$ cat src/rtl/pc_fetch_unit_pkg.sv
// Shared types and constants for the PC fetch unit: FSM state encoding,
// next-PC select encodings and the default reset/trap vectors.
package pc_pkg;

  // Fetch sequencer states
  typedef enum logic [1:0] {
    FETCH = 2'd0,
    WAIT  = 2'd1,
    EXEC  = 2'd2
  } fetch_state_e;

  // Next-PC select encodings (2'b11 aliases PC+4)
  localparam logic [1:0] PCSRC_PLUS4  = 2'b00;
  localparam logic [1:0] PCSRC_TARGET = 2'b01;
  localparam logic [1:0] PCSRC_ALU    = 2'b10;

  // Default vectors
  localparam logic [31:0] DEFAULT_RESET_VECTOR = 32'h0000_0000;
  localparam logic [31:0] DEFAULT_TRAP_VECTOR  = 32'h0000_0100;

  // A target is misaligned when it is not on a 32-bit word boundary
  function automatic logic is_misaligned(input logic [31:0] addr);
    return (addr[1:0] != 2'b00);
  endfunction

endpackage

$ cat src/rtl/pc_fetch_unit_if.sv
// Instruction fetch bus: request/grant handshake plus response channel.
// The fetch unit is the master; the instruction memory is the slave.
interface pc_fetch_unit_if;

  logic        IReq;
  logic [31:0] IAddr;
  logic        IGnt;
  logic        IRValid;
  logic [31:0] IRData;

  modport master (
    output IReq,
    output IAddr,
    input  IGnt,
    input  IRValid,
    input  IRData
  );

  modport slave (
    input  IReq,
    input  IAddr,
    output IGnt,
    output IRValid,
    output IRData
  );

endinterface

$ cat src/rtl/pc_fetch_unit_next_sel.sv
// Combinational next-PC selection: PC+4, branch/JAL target or JALR ALU
// result (bit 0 cleared), followed by the alignment policy.
// Optional feature macro: PC_MISALIGN_TRAP_EN (misaligned target traps
// to TRAP_VECTOR instead of being silently word-aligned).
module pc_next_sel
  import pc_pkg::*;
`ifdef PC_MISALIGN_TRAP_EN
#(
  parameter logic [31:0] TRAP_VECTOR = DEFAULT_TRAP_VECTOR
)
`endif
(
  input  logic [31:0] pc_plus4,
  input  logic [1:0]  pc_src,
  input  logic [31:0] pc_target,
  input  logic [31:0] alu_result,
`ifdef PC_MISALIGN_TRAP_EN
  output logic        take_trap,
  output logic [31:0] bad_target,
`endif
  output logic [31:0] next_pc
);

  logic [31:0] sel_target;

  // Pick the raw target, then apply the alignment policy
  always_comb begin
    case (pc_src)
      PCSRC_TARGET: sel_target = pc_target;
      // JALR clears bit 0 before anything looks at alignment
      PCSRC_ALU:    sel_target = alu_result & ~32'h1;
      default:      sel_target = pc_plus4;
    endcase

`ifdef PC_MISALIGN_TRAP_EN
    take_trap  = is_misaligned(sel_target);
    bad_target = sel_target;
    next_pc    = take_trap ? TRAP_VECTOR : sel_target;
`else
    // Without the trap, targets are forced onto a word boundary
    next_pc    = sel_target & ~32'h3;
`endif
  end

endmodule

$ cat src/rtl/pc_fetch_unit.sv
// PC owner and instruction fetch sequencer. Fetches the word at PC over
// the request/grant/response bus, presents it for one EXEC cycle, then
// loads the selected next PC.
// Optional feature macro: PC_MISALIGN_TRAP_EN (misaligned-target trap,
// MisalignTrap pulse and BadAddr capture; tied off when undefined).
module pc_fetch_unit
  import pc_pkg::*;
#(
  parameter logic [31:0] RESET_VECTOR = DEFAULT_RESET_VECTOR
`ifdef PC_MISALIGN_TRAP_EN
  ,
  parameter logic [31:0] TRAP_VECTOR  = DEFAULT_TRAP_VECTOR
`endif
) (
  input  logic                    clk,
  input  logic                    rst_n,
  pc_fetch_unit_if.master         ibus,
  input  logic [1:0]              PCSrc,
  input  logic [31:0]             PCTarget,
  input  logic [31:0]             ALUResult,
  output logic [31:0]             Instr,
  output logic                    InstrValid,
  output logic [31:0]             PC,
  output logic [31:0]             PCPlus4,
  output logic                    MisalignTrap,
  output logic [31:0]             BadAddr
);

  fetch_state_e state_reg;
  fetch_state_e state_next;

  logic [31:0] pc_reg;
  logic [31:0] pc_plus4;
  logic [31:0] pc_next;
  logic [31:0] instr_reg;

  logic        ireq;
  logic        instr_valid;
  logic        latch_instr;
  logic        load_pc;

  assign pc_plus4 = pc_reg + 32'd4;

`ifdef PC_MISALIGN_TRAP_EN
  logic        take_trap;
  logic [31:0] bad_target;
  logic        trap_reg;
  logic [31:0] bad_addr_reg;

  pc_next_sel #(
    .TRAP_VECTOR (TRAP_VECTOR)
  ) u_next_sel (
    .pc_plus4   (pc_plus4),
    .pc_src     (PCSrc),
    .pc_target  (PCTarget),
    .alu_result (ALUResult),
    .take_trap  (take_trap),
    .bad_target (bad_target),
    .next_pc    (pc_next)
  );
`else
  pc_next_sel u_next_sel (
    .pc_plus4   (pc_plus4),
    .pc_src     (PCSrc),
    .pc_target  (PCTarget),
    .alu_result (ALUResult),
    .next_pc    (pc_next)
  );
`endif

  // State register
  always_ff @(posedge clk or negedge rst_n) begin
    if (!rst_n) begin
      state_reg <= FETCH;
    end else begin
      state_reg <= state_next;
    end
  end

  // Next-state logic: grant moves to WAIT, a response moves to EXEC
  always_comb begin
    state_next = state_reg;
    case (state_reg)
      FETCH: begin
        if (ibus.IGnt) begin
          state_next = ibus.IRValid ? EXEC : WAIT;
        end
      end
      WAIT: begin
        if (ibus.IRValid) begin
          state_next = EXEC;
        end
      end
      EXEC:    state_next = FETCH;
      default: state_next = FETCH;
    endcase
  end

  // Per-state outputs and register enables
  always_comb begin
    ireq        = 1'b0;
    instr_valid = 1'b0;
    latch_instr = 1'b0;
    load_pc     = 1'b0;
    case (state_reg)
      FETCH: begin
        ireq        = 1'b1;
        // A response only counts in FETCH when it rides with the grant
        latch_instr = ibus.IGnt & ibus.IRValid;
      end
      WAIT: begin
        latch_instr = ibus.IRValid;
      end
      EXEC: begin
        instr_valid = 1'b1;
        load_pc     = 1'b1;
      end
      default: begin
        ireq = 1'b0;
      end
    endcase
  end

  // Program counter: loaded once per instruction at the end of EXEC
  always_ff @(posedge clk or negedge rst_n) begin
    if (!rst_n) begin
      pc_reg <= RESET_VECTOR;
    end else if (load_pc) begin
      pc_reg <= pc_next;
    end
  end

  // Instruction latch: changes only when a response is accepted
  always_ff @(posedge clk or negedge rst_n) begin
    if (!rst_n) begin
      instr_reg <= 32'h0;
    end else if (latch_instr) begin
      instr_reg <= ibus.IRData;
    end
  end

`ifdef PC_MISALIGN_TRAP_EN
  // Trap pulse lands in the FETCH cycle after the faulting EXEC
  always_ff @(posedge clk or negedge rst_n) begin
    if (!rst_n) begin
      trap_reg     <= 1'b0;
      bad_addr_reg <= 32'h0;
    end else begin
      trap_reg <= load_pc & take_trap;
      if (load_pc && take_trap) begin
        bad_addr_reg <= bad_target;
      end
    end
  end

  assign MisalignTrap = trap_reg;
  assign BadAddr      = bad_addr_reg;
`else
  assign MisalignTrap = 1'b0;
  assign BadAddr      = 32'h0;
`endif

  // Request is suppressed while reset is held so nothing is issued early
  assign ibus.IReq  = ireq & rst_n;
  assign ibus.IAddr = pc_reg;

  assign Instr      = instr_reg;
  assign InstrValid = instr_valid;
  assign PC         = pc_reg;
  assign PCPlus4    = pc_plus4;

endmodule

$ cat src/flat_wrapper.sv
// flat-port wrapper written by rule: the top's interface ports become plain ports
module pc_fetch_unit_flat import pc_pkg::*;
#(
  parameter logic [31:0] RESET_VECTOR = DEFAULT_RESET_VECTOR

)
  (clk, rst_n, PCSrc, PCTarget, ALUResult, Instr, InstrValid, PC, PCPlus4, MisalignTrap, BadAddr, ibus_IReq, ibus_IAddr, ibus_IGnt, ibus_IRValid, ibus_IRData);
  pc_fetch_unit_if ibus_i ();
  input  logic clk;
  input  logic rst_n;
  input  logic [1:0] PCSrc;
  input  logic [31:0] PCTarget;
  input  logic [31:0] ALUResult;
  output logic [31:0] Instr;
  output logic InstrValid;
  output logic [31:0] PC;
  output logic [31:0] PCPlus4;
  output logic MisalignTrap;
  output logic [31:0] BadAddr;
  output wire logic [$bits(ibus_i.IReq)-1:0] ibus_IReq;
  output wire logic [$bits(ibus_i.IAddr)-1:0] ibus_IAddr;
  input wire logic [$bits(ibus_i.IGnt)-1:0] ibus_IGnt;
  input wire logic [$bits(ibus_i.IRValid)-1:0] ibus_IRValid;
  input wire logic [$bits(ibus_i.IRData)-1:0] ibus_IRData;
  assign ibus_IReq = ibus_i.IReq;
  assign ibus_IAddr = ibus_i.IAddr;
  assign ibus_i.IGnt = ibus_IGnt;
  assign ibus_i.IRValid = ibus_IRValid;
  assign ibus_i.IRData = ibus_IRData;
  pc_fetch_unit #(.RESET_VECTOR(RESET_VECTOR)) u_core (.clk(clk), .rst_n(rst_n), .ibus(ibus_i), .PCSrc(PCSrc), .PCTarget(PCTarget), .ALUResult(ALUResult), .Instr(Instr), .InstrValid(InstrValid), .PC(PC), .PCPlus4(PCPlus4), .MisalignTrap(MisalignTrap), .BadAddr(BadAddr));
endmodule
$ cat config.mk
export PLATFORM = sky130hd
export DESIGN_NAME = pc_fetch_unit_flat
export DESIGN_NICKNAME = d
export VERILOG_FILES = /design/src/rtl/pc_fetch_unit_pkg.sv /design/src/rtl/pc_fetch_unit_if.sv /design/src/rtl/pc_fetch_unit_next_sel.sv /design/src/rtl/pc_fetch_unit.sv /design/src/flat_wrapper.sv
export SDC_FILE = /design/constraint.sdc
export NUM_CORES = 1
export LEC_CHECK = 0
export BUFFER_PORTS_ARGS = -buffer_cell sky130_fd_sc_hd__buf_2
export CAP_MARGIN = 20
export CORE_AREA = 2 2 102 104
export DETAILED_ROUTE_END_ITERATION = 6
export DIE_AREA = 0 0 104 106
export PLACE_DENSITY = 0.84
export SETUP_SLACK_MARGIN = 0.3
export SYNTH_ARGS = -nofsm -noshare
export SYNTH_HDL_FRONTEND = slang
export SYNTH_SLANG_ARGS = --single-unit
export TNS_END_PERCENT = 1
$ cat constraint.sdc
create_clock -name clk -period 5.9 [get_ports clk]
set_input_delay 1.18 -clock clk [delete_from_list [all_inputs] [get_ports clk]]
set_output_delay 1.18 -clock clk [all_outputs]
set_load 0.01 [all_outputs]
== Word-level counts from Yosys, hierarchy flattened ==
Index checks and enable logic that the tools add are counted.

* Flip-flop bits (word level): 64
* Input bits: 102

* Add/subtract/negate cells: 1
* Eq/ne operators: 6
* Mux-type cells: 8
* Bitwise gates (word level): 2
* Reductions and logical operators: 2

{| class="wikitable"
|+ Operators by type and width
! kind !! number
|-
| $pmux W32 S2 || 1
|-
| $add A32 B3 Y32 const B || 1
|-
| $mux W2 || 3
|-
| $eq A2 B1 Y1 const B || 2
|-
| $eq A2 B2 Y1 const B || 2
|-
| $ne A2 B2 Y1 const B || 2
|-
| $pmux W2 S2 || 1
|-
| $and A1 B1 Y1 || 2
|-
| $logic_not A2 Y1 || 1
|-
| $mux W1 || 2
|-
| $pmux W1 S2 || 1
|-
| $reduce_and A2 Y1 || 1
|}

== Longest topological paths before layout ==
Gate-level depths: netlist of the first run.

* Word-level depth: 3
* Gate-level depth with buffers: 8
* Mapped depth without buffers: 7

== Hierarchy ==
From an unflattened synthesis of the first run, not the netlist that was laid out.

* Cell total of the unflattened synthesis: 409
* Area, all modules: 4204.0 µm²

{| class="wikitable"
|+ By module, submodules not included
! module !! instances !! cells each !! area each (µm²) !! seq. area each (µm²)
|-
| pc_fetch_unit || 1 || 299 || 3573.4 || 1651.6
|-
| pc_next_sel || 1 || 110 || 630.6 || 0.0
|}

== Worst setup path before layout of the first run ==
Ideal clock, no wire load.

* Path kind: reg2out
* From: register u_core.pc_reg[2] (netlist: u_core.PC[2])
* To: output PCPlus4[16]
* Arrival: 1.726 ns
* Required time: 4.720 ns
* Setup slack: 2.994 ns
* Cell stages (with the launch flop): 7
* Path buffers: 1
* Path through: dfrtp_1 -> ha_1 -> nand4_1 -> nor3_1 -> buf_4 -> and3_1 -> xor2_1

* Cells in the longest elaborated chain, start to end: 1

{| class="wikitable"
|+ RTL lines
! item !! line !! source
|-
| start: declaration || pc_fetch_unit.sv:32 || <nowiki>logic [31:0] pc_reg;</nowiki>
|-
| start signal: assignment || pc_fetch_unit.sv:129 || <nowiki>pc_reg <= pc_next;</nowiki>
|-
| $add A32 B3 Y32 || pc_fetch_unit.sv:42 || <nowiki>assign pc_plus4 = pc_reg + 32'd4;</nowiki>
|-
| end: declaration || flat_wrapper.sv:17 || <nowiki>output logic [31:0] PCPlus4;</nowiki>
|}

No other way between the ends.

== Final worst setup path of the first run ==
* From: register u_core.pc_reg[2] (netlist: u_core.PC[2])
* To: output PCPlus4[24]

The elaborated chain is that of the path after synthesis.

==> results of run 1 <==
[cells in the mapped netlist (2+ instances only)]
cell type / n
sky130_fd_sc_hd__buf_4: 70
sky130_fd_sc_hd__dfrtp_1: 64
sky130_fd_sc_hd__mux2_2: 32
sky130_fd_sc_hd__a221oi_1: 26
sky130_fd_sc_hd__clkbuf_1: 25
sky130_fd_sc_hd__nand2_1: 25
sky130_fd_sc_hd__nor2_1: 24
sky130_fd_sc_hd__o21ai_0: 20
sky130_fd_sc_hd__nand4_1: 17
sky130_fd_sc_hd__a21oi_1: 16
sky130_fd_sc_hd__nand3_1: 16
sky130_fd_sc_hd__xnor2_1: 16
sky130_fd_sc_hd__mux2i_1: 13
sky130_fd_sc_hd__xor2_1: 12
sky130_fd_sc_hd__a221o_1: 10
sky130_fd_sc_hd__and3_1: 9
sky130_fd_sc_hd__inv_1: 6
sky130_fd_sc_hd__buf_1: 5
sky130_fd_sc_hd__buf_2: 5
sky130_fd_sc_hd__a31oi_1: 4
sky130_fd_sc_hd__nor3_1: 4
sky130_fd_sc_hd__nor4_1: 4
sky130_fd_sc_hd__a22oi_1: 3
sky130_fd_sc_hd__ha_1: 3
sky130_fd_sc_hd__nor4_4: 2
sky130_fd_sc_hd__o22a_1: 2
[critical path: cells and delay by family (launching register included)]
kind,cells,cell delay [ns]
simple gates,3,0.98
buf+inv,2,0.42
flops,1,0.49
fa+ha+maj,1,0.32
xor+xnor,1,0.19
[cells by family (layout without fill, tap and decap cells)]
| kind of cell | Yosys count | in the layout |
|---|---|---|
| simple gates | 108 | 108 |
| other cells | 1 | 39 |
| compound gates | 90 | 90 |
| flops | 64 | 64 |
| buf+inv | 113 | 250 |
| fa+ha+maj | 3 | 3 |
| xor+xnor | 28 | 28 |
| mux | 45 | 45 |
[path summary, 6_finish.rpt]
path                                           from                   to  slack (ns)
worst max-delay path                   u_core.PC[2]          PCPlus4[24]        1.98
worst min-delay path            u_core.state_reg[1]  u_core.state_reg[0]        0.49
worst max register to register  u_core.state_reg[0]         u_core.PC[9]        3.10
worst min register to register  u_core.state_reg[1]  u_core.state_reg[0]        0.49
max in group asynchronous                     rst_n        u_core.PC[26]        4.30
min in group asynchronous                     rst_n        u_core.PC[22]        0.77
[metal layers]
metal	global-route usage, %	routed length (microns)	part of all wire (%)	vias up
met3	6.74	1170	9.2	8
met4	5.02	106	0.83	0
met1	26.8	4850	38	1923
met2	41.2	6620	52	223
met5	0	0	0	-
li1	-	-	-	1873
[area by class of cell]
type / instances / share of cell area, %
Clock buffer: 10 / 2.38
Inverter: 7 / 0.491
Multi-Input combinational cell: 313 / 40.4
Tap cell: 136 / 3.18
Clock inverter: 6 / 2.15
Timing Repair Buffer: 227 / 21.5
Sequential cell: 64 / 29.9
[layout by cell type (no fill, tap or decap), types with 4 or more instances in the layout]
master	n
sky130_fd_sc_hd__a21oi_1	16
sky130_fd_sc_hd__a221o_1	10
sky130_fd_sc_hd__a221oi_1	26
sky130_fd_sc_hd__a31oi_1	4
sky130_fd_sc_hd__and3_1	9
sky130_fd_sc_hd__buf_2	220
sky130_fd_sc_hd__buf_4	7
sky130_fd_sc_hd__clkbuf_8	9
sky130_fd_sc_hd__conb_1	39
sky130_fd_sc_hd__dfrtp_1	64
sky130_fd_sc_hd__inv_1	6
sky130_fd_sc_hd__mux2_2	32
sky130_fd_sc_hd__mux2i_1	13
sky130_fd_sc_hd__nand2_1	25
sky130_fd_sc_hd__nand3_1	16
sky130_fd_sc_hd__nand4_1	17
sky130_fd_sc_hd__nor2_1	24
sky130_fd_sc_hd__nor3_1	4
sky130_fd_sc_hd__nor4_1	4
sky130_fd_sc_hd__o21ai_0	20
sky130_fd_sc_hd__xnor2_1	16
sky130_fd_sc_hd__xor2_1	12
[power by group]
part	leakage, nW	switching (W)	total, W	internal [W]
combinational	1.86	0.000324	0.000600	0.000276
clock	0.117	0.000186	0.000470	0.000284
sequential	0.784	0.000140	0.000670	0.000530
[per-stage QoR]
stage / hold WS (ns) / util, % / worst slack (ns) / instance area, sq um
6_report: 0.493 / 53.6 / 1.98 / 5360
5_1_grt: 0.509 / 53.6 / 1.73 / 5360
4_1_cts: 0.489 / 53.6 / 1.98 / 5360
3_5_place_dp: 0.487 / 51.1 / 2.39 / 5110
3_3_place_gp: 0.464 / 51.1 / 1.95 / 5100
2_1_floorplan: 0.453 / - / 2.99 / 4460
==> results.rst, run 1 <==
.. list-table::
   :header-rows: 1

   * - Metric
     - Value
   * - Worst path cell trace
     - ha_1 > nand4_1 > nor3_1 > buf_4 > nand4_1 > xnor2_1 > buf_2
   * - Wire length after detailed routing
     - 12,700 microns
   * - Mux contribution to synthesized area
     - between 10% and 20%
   * - Startpoint class of the critical path
     - register
   * - Clock network latency to the later pin of the worst-skew pair
     - roughly 0.33 ns
   * - Area share of xor/xnor cells in the synthesized design
     - under 10%
   * - Number of fillers in the final layout
     - 880
   * - Basic-gate share of the synthesized area counting and, or, nand and nor cells
     - between 10% and 20%
   * - DRC errors left
     - 0
   * - Count of cell types in the netlist
     - 45
   * - Adder-cell area share of the yosys netlist
     - less than 1%
   * - Setup repair after global routing missed its margin
     - no
   * - Cell with the most instances on the worst path
     - sky130_fd_sc_hd__nand4_1
   * - Final ANT Viol Nets
     - 0
   * - Final Hold Fails
     - 0
   * - Clock tree skew after final layout
     - between 0.01 and 0.015 ns
   * - Count of standard-cell rows
     - 37
   * - Global Route Usage Sum
     - 22.8%
   * - Max Cap Viol
     - 0
   * - Worst path arrival time
     - approximately 2.7 ns
   * - Via count of the first global-routing pass
     - roughly 3,800
   * - Global-route wire length before repair
     - roughly 20,000 microns
   * - Final global-route overflow total
     - 0
   * - Fraction of the yosys area taken by sequential cells
     - between 30 and 40%
   * - Area used by multi-input combinational logic
     - between 2000 and 2500 sq um
   * - # hold bufs at CTS
     - 0
   * - Async set or reset register ratio after synthesis
     - 100%
   * - Final weighted congestion in routability-driven placement
     - 0.841
   * - Leak
     - approximately 2.8 nW
   * - Biggest fanout along the worst timing path
     - 9
   * - Post-synthesis sequential element count
     - 64
   * - Count of cells along the worst register-to-register path
     - 5
   * - Average routed wire per standard cell
     - 16.7 microns
   * - Number of levels the H-tree was split into
     - 3
   * - Count of routing violations after the opening detailed-route iteration
     - around 240
   * - Diode insertion count for antenna repair
     - 0
   * - Die Footprint
     - approximately 11,000 sq um
   * - Synthesis-to-layout area growth
     - 24.0%
   * - Fraction of final layout cells sized beyond drive strength 1
     - between 40% and 50%
   * - Die outline width
     - 104 microns
   * - Crit path required time
     - around 4.7 ns
   * - Main combinational cell family by area after synthesis
     - buffers and inverters
   * - Pre-Repair DR Iteration Count
     - 5
   * - Detailed placement HPWL
     - between 9000 and 10,000 microns
   * - Top flip-flop cell by instance count after synthesis
     - sky130_fd_sc_hd__dfrtp_1
   * - Cell depth of the worst min-delay path
     - 1
   * - Number of buffers inserted by post-CTS setup repair
     - 0
   * - Clk Tree Root Cell
     - sky130_fd_sc_hd__clkbuf_8
   * - Post-CTS resize count
     - 0
   * - Achievable clock frequency
     - between 200 and 300 MHz
   * - Inserted Clock Buffers
     - 9
   * - Clock net sink count
     - 64
   * - Library cell with the largest summed area after synthesis
     - sky130_fd_sc_hd__dfrtp_1
   * - Ports
     - roughly 270
   * - Number of enable flip-flop cells after synthesis
     - 0
   * - Result of the run
     - complete, no violations
   * - CTS tree
     - yes
   * - Remaining max-slew budget at the tightest pin
     - between 50% and 60%
   * - Final layout net count
     - ~730
   * - Min Clock Period, post-route
     - a little under 4 ns
   * - Complex-gate fraction of the synthesized area
     - ~15%
   * - Post-route setup TNS
     - 0 ns
   * - Critical-path top delay cell
     - sky130_fd_sc_hd__nor3_1
   * - Endpoint kind of the worst setup timing path
     - primary output
   * - Number of flip-flops under the largest register name
     - 32
   * - Maximum number of pins on one net before global-route repair
     - roughly 50
   * - Final standard cell count with taps included and fillers excluded
     - 763
   * - Part of the cycle the worst path needs
     - 66.5%
   * - Hold Path Class
     - register to register
   * - Peak supply drop
     - roughly 0.00023 V
   * - Largest incremental delay on the critical path
     - approximately 0.57 ns
   * - Sequential cell area
     - between 1500 and 2000 sq um
   * - Power per cell area
     - between 300 and 400 nW/um^2
   * - Number of slew-limit violations in the final report
     - 0
   * - Actual slew at the worst max-slew pin
     - approximately 0.74 ns
   * - Height of the die
     - roughly 110 microns
   * - Mean cell area of the mapped netlist
     - between 9 and 10 sq um
   * - Worst Path Class, Setup
     - register to primary output
   * - Clock Pin Slew Worst Setup and Hold Paths
     - roughly 0.08 ns
   * - Core area
     - around 10000 sq um
   * - Synth Instances
     - 452
   * - Maximum clock path buffer count
     - 2
   * - Buffers on Ports
     - around 220
   * - Number of antenna violations at the first check in global routing
     - 0
   * - Via count
     - 4,027
   * - Total power of the final layout
     - 0.00174 W
   * - Initial standard-cell utilization of the core
     - 43.2%
   * - Cells after DPL
     - 747
   * - Top area cells in the synthesized netlist
     - sky130_fd_sc_hd__dfrtp_1 37%, sky130_fd_sc_hd__buf_4 12%, sky130_fd_sc_hd__mux2_2 8.3%
   * - Number of vias per cell after detailed routing
     - around 5.3
   * - Yosys warnings
     - 0
   * - Mapped cell area
     - approximately 4300 sq um
   * - Final-report setup violation count
     - 0
   * - Top cell type's share of synthesized area
     - 37.1%
Power figures use the tool's default switching activity.
==> inputs of run 2 (changes only) <==
CORE_AREA = unset   (was 2 2 102 104)
CORE_ASPECT_RATIO = 1.5   (was unset)
CORE_UTILIZATION = 40   (was unset)
DIE_AREA = unset   (was 0 0 104 106)
PLACE_DENSITY = 0.81   (was 0.84)
clock period = 3.6 ns   (was 5.9 ns; I/O delays follow)
==> results.rst, run 2 (synthesized netlist as in run 1, its figures left out) <==
.. list-table::
   :header-rows: 1

   * - Metric
     - Value
   * - Met2 wirelength from detailed routing
     - 6900 microns (was 6620 microns)
   * - Fraction of final layout cells sized beyond drive strength 1
     - 45.6% (was 45.1%)
   * - Launching point of the worst reg2reg path
     - u_core.PC[4] (was u_core.state_reg[0])
   * - Maximum number of pins on one net before global-route repair
     - 65 (was 49)
   * - Highest-count cells in the layout ignoring fill and taps
     - 221 x sky130_fd_sc_hd__buf_2, 64 x sky130_fd_sc_hd__dfrtp_1, 39 x sky130_fd_sc_hd__conb_1 (was 220 x sky130_fd_sc_hd__buf_2, 64 x sky130_fd_sc_hd__dfrtp_1, 39 x sky130_fd_sc_hd__conb_1)
   * - Final weighted congestion in routability-driven placement
     - 0.848 (was 0.841)
   * - Remaining max-slew budget at the tightest pin
     - 43.2% (was 50.3%)
   * - Buffers on Ports
     - 221 (unchanged)
   * - Via count of the first global-routing pass
     - 3,895 (was 3,843)
   * - Clock tree skew after final layout
     - 0.00685 ns (was 0.0100 ns)
   * - Average routed wire per standard cell
     - 16.6 microns (was 16.7 microns)
   * - Total met3 wirelength after detailed routing
     - 934 microns (was 1170 microns)
   * - Final global-route overflow total
     - 0 (unchanged)
   * - Part of the cycle the worst path needs
     - a little over four fifths
   * - Startpoint class of the critical path
     - register (unchanged)
   * - Count of cells along the worst register-to-register path
     - 5 (unchanged)
   * - Area used by multi-input combinational logic
     - 2160 sq um (unchanged)
   * - Achievable clock frequency
     - approximately 330 MHz
   * - Clock network latency to the later pin of the worst-skew pair
     - 0.33 ns (about the same)
   * - Setup repair after global routing missed its margin
     - no (unchanged)
   * - Die outline width
     - 86.8 microns (was 104 microns)
   * - Wire length after detailed routing
     - 12,800 microns (was 12,700 microns)
   * - Critical register-to-register path endpoint
     - u_core.PC[25] (was u_core.PC[9])
   * - Via count
     - 4,024 (was 4,027)
   * - Global-route wire length before repair
     - 19,100 microns (was 20,000 microns)
   * - Clock Pin Slew Worst Setup and Hold Paths
     - 0.06 ns (was 0.08 ns)
   * - Synthesis-to-layout area growth
     - 26.7% (was 24.0%)
   * - Post-route setup TNS
     - 0 ns (unchanged)
   * - Number of slew-limit violations in the final report
     - 0 (unchanged)
   * - Largest incremental delay on the critical path
     - 0.55 ns (was 0.57 ns)
   * - Inserted Clock Buffers
     - 9 (unchanged)
   * - Final ANT Viol Nets
     - 0 (unchanged)
   * - Count of routing violations after the opening detailed-route iteration
     - 174 (was 236)
   * - Core area
     - 10,500 sq um (was 10000 sq um)
   * - Number of antenna violations at the first check in global routing
     - 0 (unchanged)
   * - Most common cell after layout, fill and taps aside
     - sky130_fd_sc_hd__buf_2 (unchanged)
   * - Final Hold Fails
     - 0 (unchanged)
   * - Number of levels the H-tree was split into
     - 3 (unchanged)
   * - Share of the core filled with cells
     - 51.9% (was 53.6%)
   * - Clock net sink count
     - 64 (unchanged)
   * - Number of fillers in the final layout
     - 979 (was 880)
   * - Highest Signal Layer
     - met4 (unchanged)
   * - Cell depth of the worst min-delay path
     - 1 (unchanged)
   * - Setup WS post-layout
     - 0.572 ns (was 1.98 ns)
   * - Peak supply drop
     - 0.000345 V (was 0.000230 V)
   * - Final layout net count
     - 730 (was 727)
   * - Final-layout worst hold slack
     - 0.488 ns (was 0.493 ns)
   * - Sequential cell area
     - 1600 sq um (unchanged)
   * - Post-route cell area
     - 5470 sq um (was 5360 sq um)
   * - Crit path required time
     - 2.88 ns (was 4.72 ns)
   * - Result of the run
     - complete, no violations (unchanged)
   * - Post-Place Worst Slack
     - 0.828 ns (was 2.39 ns)
   * - Hold Path Class
     - register to register (unchanged)
   * - Diode insertion count for antenna repair
     - 0 (unchanged)
   * - Endpoint with the worst hold slack
     - u_core.state_reg[0] (unchanged)
   * - Height of the die
     - 129 microns (was 106 microns)
   * - DRC errors left
     - 0 (unchanged)
   * - Worst path cell trace
     - nand3_1 > nor2_1 > nand4_1 > xnor2_1 > buf_2 (was ha_1 > nand4_1 > nor3_1 > buf_4 > nand4_1 > xnor2_1 > buf_2)
   * - Clk Tree Root Cell
     - sky130_fd_sc_hd__clkbuf_16 (was sky130_fd_sc_hd__clkbuf_8)
   * - Biggest fanout along the worst timing path
     - 11 (was 9)
   * - Initial standard-cell utilization of the core
     - 41.0% (was 43.2%)
   * - Worst path arrival time
     - 2.31 ns (was 2.74 ns)
   * - Min-Delay Startpoint
     - u_core.state_reg[1] (unchanged)
   * - Actual slew at the worst max-slew pin
     - 0.852 ns (was 0.745 ns)
   * - Maximum clock path buffer count
     - 2 (unchanged)
   * - Worst reg2reg setup slack
     - 1.40 ns (was 3.10 ns)
   * - Min Clock Period, post-route
     - 3.03 ns
   * - Leak
     - 2.81 nW (was 2.76 nW)
   * - Critical-path top delay cell
     - sky130_fd_sc_hd__dfrtp_1 (was sky130_fd_sc_hd__nor3_1)
   * - Endpoint kind of the worst setup timing path
     - primary output (unchanged)
   * - Detailed placement HPWL
     - 9570 microns (was 9640 microns)
   * - Global Route Usage Sum
     - 22.5% (was 22.8%)
   * - Number of vias per cell after detailed routing
     - 5.20 (was 5.28)
   * - Met1 wire length
     - 4720 microns (was 4850 microns)
   * - Placed Instance Area
     - 5140 sq um (was 5110 sq um)
   * - Number of flip-flops under the largest register name
     - 32 (unchanged)
   * - Power per cell area
     - 558 nW/um^2 (was 325 nW/um^2)
   * - Final-report setup violation count
     - 0 (unchanged)
   * - Max Cap Viol
     - 0 (unchanged)
   * - Die Footprint
     - 11,200 sq um (was 11,000 sq um)
   * - Worst Path Class, Setup
     - register to primary output (unchanged)
   * - Count of standard-cell rows
     - 46 (was 37)
   * - CTS tree
     - yes (unchanged)
   * - Pre-Repair DR Iteration Count
     - 4 (was 5)
   * - Ports
     - 265 (unchanged)
## run 2: how the worst max path moves through the flow
stage / start / to
detailed placement: u_core.PC[2] / PCPlus4[24]
finish: u_core.PC[4] / PCPlus4[25]
global placement: u_core.PC[2] / PCPlus4[24]
floorplan: u_core.PC[2] / PCPlus4[16]
global route: u_core.PC[2] / PCPlus4[24]
CTS: u_core.PC[2] / PCPlus4[24]
## run 2: through the flow
| stage | power [W] | cells |
|---|---|---|
| after floorplan | 0.00176 | 490 |
| after global placement | 0.00207 | 758 |
| after detailed placement | 0.00210 | 758 |
| after CTS | 0.00309 | 774 |
| after global routing | 0.00324 | 774 |
| final | 0.00305 | 774 |
## run 2: final cells by class
type,instances,share of cell area (%)
clock inverter,7,1.88
tap,144,3.29
sequential,64,29.3
multi-input combinational,313,39.5
timing repair buffer,230,21.5
clock buffer,9,4.12
inverter,7,0.480
## run 2: report_power, final
part	internal, W	switching, W	leakage, nW
clock	0.000615	0.000349	0.157
combinational	0.000455	0.000530	1.87
sequential	0.000869	0.000237	0.784
total	0.00194	0.00112	2.81
## run 2: repair_timing
action                                 4_1_cts  5_1_grt
hold buffers                                 0        0
setup endpoints to repair                    0        2
resized for setup                            0        1
endpoints found under the hold margin        0        0
buffers inserted                             0        0
## run 2: critical path: cells and delay by family (launching register included)
kind	cells	cell delay [ns]
and+or+nand+nor	3	1.04
buffers and inverters	1	0.16
xor gates and xnor gates	1	0.22
DFF	1	0.55
## run 2: per-layer routing
| metal | global-route usage, % | vias to the layer above |
|---|---|---|
| met5 | 0 | - |
| met4 | 11.2 | 0 |
| met3 | 4.97 | 19 |
| met2 | 40.7 | 211 |
| met1 | 24.5 | 1910 |
| li1 | - | 1884 |
==> inputs of run 3 (changes only) <==
clock period = 2.6 ns   (was 3.6 ns; I/O delays follow)
==> results.rst, run 3 (synthesized netlist as in run 1, its figures left out) <==
.. list-table::
   :header-rows: 1

   * - Metric
     - Value
   * - Clock Pin Slew Worst Setup and Hold Paths
     - 0.06 ns (about the same)
   * - Number of antenna violations at the first check in global routing
     - 0 (unchanged)
   * - Die outline width
     - 86.8 microns (unchanged)
   * - Biggest fanout along the worst timing path
     - 4 (was 11)
   * - Inserted Clock Buffers
     - 9 (unchanged)
   * - Min Clock Period, post-route
     - 2.55 ns
   * - Post-Place Worst Slack
     - 0.119 ns (was 0.828 ns)
   * - Wire length after detailed routing
     - 13,200 microns (was 12,800 microns)
   * - Startpoint class of the critical path
     - register (unchanged)
   * - Sequential cell area
     - 1620 sq um (was 1600 sq um)
   * - Endpoint kind of the worst setup timing path
     - primary output (unchanged)
   * - Most common cell after layout, fill and taps aside
     - sky130_fd_sc_hd__buf_2 (unchanged)
   * - Number of slew-limit violations in the final report
     - 0 (unchanged)
   * - Clock power frac
     - 26.9% (was 31.5%)
   * - Synthesis-to-layout area growth
     - 34.9% (was 26.7%)
   * - Final layout net count
     - 757 (was 730)
   * - Final ANT Viol Nets
     - 0 (unchanged)
   * - Worst Path Class, Setup
     - register to primary output (unchanged)
   * - Area used by multi-input combinational logic
     - 2310 sq um (was 2160 sq um)
   * - Maximum clock path buffer count
     - 2 (unchanged)
   * - Detailed placement HPWL
     - 9880 microns (was 9570 microns)
   * - Hold Path Class
     - primary input to register (was register to register)
   * - Fraction of final layout cells sized beyond drive strength 1
     - 53.4% (was 45.6%)
   * - Combinational group share of total power
     - 37.1% (was 32.2%)
   * - Clock net sink count
     - 64 (unchanged)
   * - Final Hold Fails
     - 0 (unchanged)
   * - Peak supply drop
     - 0.000432 V (was 0.000345 V)
   * - Result of the run
     - complete, no violations (unchanged)
   * - Internal Dissipation
     - 0.00260 W (was 0.00194 W)
   * - DRC errors left
     - 0 (unchanged)
   * - Min-Delay Startpoint
     - ibus_IRValid (was u_core.state_reg[1])
   * - Worst path arrival time
     - 2.03 ns (was 2.31 ns)
   * - Number of fillers in the final layout
     - 962 (was 979)
   * - Setup repair after global routing missed its margin
     - yes (was no)
   * - Post-route cell area
     - 5830 sq um (was 5470 sq um)
   * - Reported net switching power
     - 0.00159 W (was 0.00112 W)
   * - Highest-count cells in the layout ignoring fill and taps
     - 221 x sky130_fd_sc_hd__buf_2, 51 x sky130_fd_sc_hd__dfrtp_1, 39 x sky130_fd_sc_hd__conb_1 (was 221 x sky130_fd_sc_hd__buf_2, 64 x sky130_fd_sc_hd__dfrtp_1, 39 x sky130_fd_sc_hd__conb_1)
   * - Buffers on Ports
     - 221 (unchanged)
   * - Switching fraction of total power
     - 38.0% (was 36.5%)
   * - Setup WS post-layout
     - 0.0525 ns (was 0.572 ns)
   * - Leak
     - 2.96 nW (was 2.81 nW)
   * - Diode insertion count for antenna repair
     - 0 (unchanged)
   * - Remaining max-slew budget at the tightest pin
     - 43.7% (was 43.2%)
   * - Global Route Usage Sum
     - 23.4% (was 22.5%)
   * - Die Footprint
     - 11,200 sq um (unchanged)
   * - Max Cap Viol
     - 0 (unchanged)
   * - Via count of the first global-routing pass
     - 3,935 (was 3,895)
   * - Clk Tree Root Cell
     - sky130_fd_sc_hd__clkbuf_16 (unchanged)
   * - Final weighted congestion in routability-driven placement
     - 0.849 (was 0.848)
   * - CTS tree
     - yes (unchanged)
   * - Via count
     - 4,156 (was 4,024)
   * - Crit path from
     - u_core.PC[3] (was u_core.PC[4])
   * - Achievable clock frequency
     - about 390 MHz
   * - Launching point of the worst reg2reg path
     - u_core.PC[3] (was u_core.PC[4])
   * - Number of levels the H-tree was split into
     - 3 (unchanged)
   * - Crit path required time
     - 2.08 ns (was 2.88 ns)
   * - Final global-route overflow total
     - 0 (unchanged)
   * - Number of flip-flops under the largest register name
     - 32 (unchanged)
   * - Count of standard-cell rows
     - 46 (unchanged)
   * - Power per cell area
     - 720 nW/um^2 (was 558 nW/um^2)
   * - Average routed wire per standard cell
     - 16.5 microns (was 16.6 microns)
   * - Final-report setup violation count
     - 0 (unchanged)
   * - Actual slew at the worst max-slew pin
     - 0.845 ns (was 0.852 ns)
   * - # hold bufs at CTS
     - 0 (unchanged)
   * - Count of routing violations after the opening detailed-route iteration
     - 157 (was 174)
   * - Initial standard-cell utilization of the core
     - 41.0% (unchanged)
   * - Ports
     - 265 (unchanged)
   * - Height of the die
     - 129 microns (unchanged)
   * - Part of the power in registers
     - 36.0% (was 36.2%)
   * - Number of vias per cell after detailed routing
     - 5.19 (was 5.20)
   * - Core area
     - 10,500 sq um (unchanged)
   * - Maximum number of pins on one net before global-route repair
     - 65 (unchanged)
   * - Clock tree skew after final layout
     - 0.00722 ns (was 0.00685 ns)
   * - Global-route wire length before repair
     - 19,900 microns (was 19,100 microns)
   * - Pre-Repair DR Iteration Count
     - 4 (unchanged)
   * - Clock network latency to the later pin of the worst-skew pair
     - 0.33 ns (about the same)
   * - Placed Instance Area
     - 5250 sq um (was 5140 sq um)
   * - Part of the cycle the worst path needs
     - between 90% and 100%
run 3: cell count changes in the layout (fill, tap and decap cells not counted), moves of 4 or more:
cell and delta:
sky130_fd_sc_hd__nor2_1 -5, sky130_fd_sc_hd__nand3_1 -4, sky130_fd_sc_hd__nand2_1 -4, sky130_fd_sc_hd__dfrtp_1 -13, sky130_fd_sc_hd__buf_4 +22, sky130_fd_sc_hd__dfrtp_2 +13
run 3: area by class of cell:
type / instances / area share (%)
clock inverters: 7 / 0.966
inverters: 7 / 0.451
clock buffers: 9 / 3.87
well taps: 144 / 3.09
multi-input cells: 313 / 39.6
flip-flops and latches: 64 / 27.8
repair buffers: 257 / 24.2
run 3: worst paths after layout:
check                                            to  cells past startpoint  slack (ns)
min in group asynchronous             u_core.PC[23]                      2        0.43
worst min-delay path            u_core.state_reg[0]                      2        0.36
worst max-delay path                    PCPlus4[29]                      7        0.05
max in group asynchronous             u_core.PC[15]                      2        1.54
worst min register to register  u_core.state_reg[0]                      1        0.50
worst max register to register        u_core.PC[31]                      8        0.51
run 3: metal layers:
| layer | part of all wire (%) | GRT usage, % |
|---|---|---|
| met1 | 36 | 25.8 |
| met2 | 54 | 42.7 |
| met3 | 7.6 | 4.84 |
| met4 | 2.3 | 10.5 |
| met5 | 0 | 0 |
run 3: metrics by stage:
step / TNS, ns / util, % / hold WS [ns] / std cells / total power [W]
floorplan: 0 / - / 0.224 / 490 / 0.00243
CTS: -0.0246 / 54.2 / 0.353 / 794 / 0.00420
finish: 0 / 55.3 / 0.362 / 801 / 0.00420
global placement: 0 / 49.8 / 0.465 / 769 / 0.00292
global route: -0.146 / 55.3 / 0.367 / 801 / 0.00445
detailed placement: 0 / 49.8 / 0.486 / 769 / 0.00297
run 3: power groups by stage:
stage	Combinational (W)	Clock [W]	Sequential, W
finish	0.00156	0.00113	0.00151
floorplan	0.000925	0	0.00151
detailed placement	0.00147	0	0.00151
CTS	0.00154	0.00115	0.00150
global route	0.00170	0.00120	0.00155
global placement	0.00144	0	0.00148
run 3: critical path, stage by stage (launching register included):
cell and delay [ns]:
sky130_fd_sc_hd__dfrtp_2 0.40, sky130_fd_sc_hd__buf_6 0.12, sky130_fd_sc_hd__nand4_1 0.15, sky130_fd_sc_hd__nor4_4 0.46
sky130_fd_sc_hd__buf_4 0.22, sky130_fd_sc_hd__nand2_4 0.06, sky130_fd_sc_hd__xnor2_2 0.15, sky130_fd_sc_hd__buf_2 0.14
run 3: what timing repair did:
action,4_1_cts,5_1_grt
pin swaps,17,16
endpoints found under the hold margin,0,0
setup endpoints to repair,24,24
gates resized for setup,36,12
buffers inserted,9,7
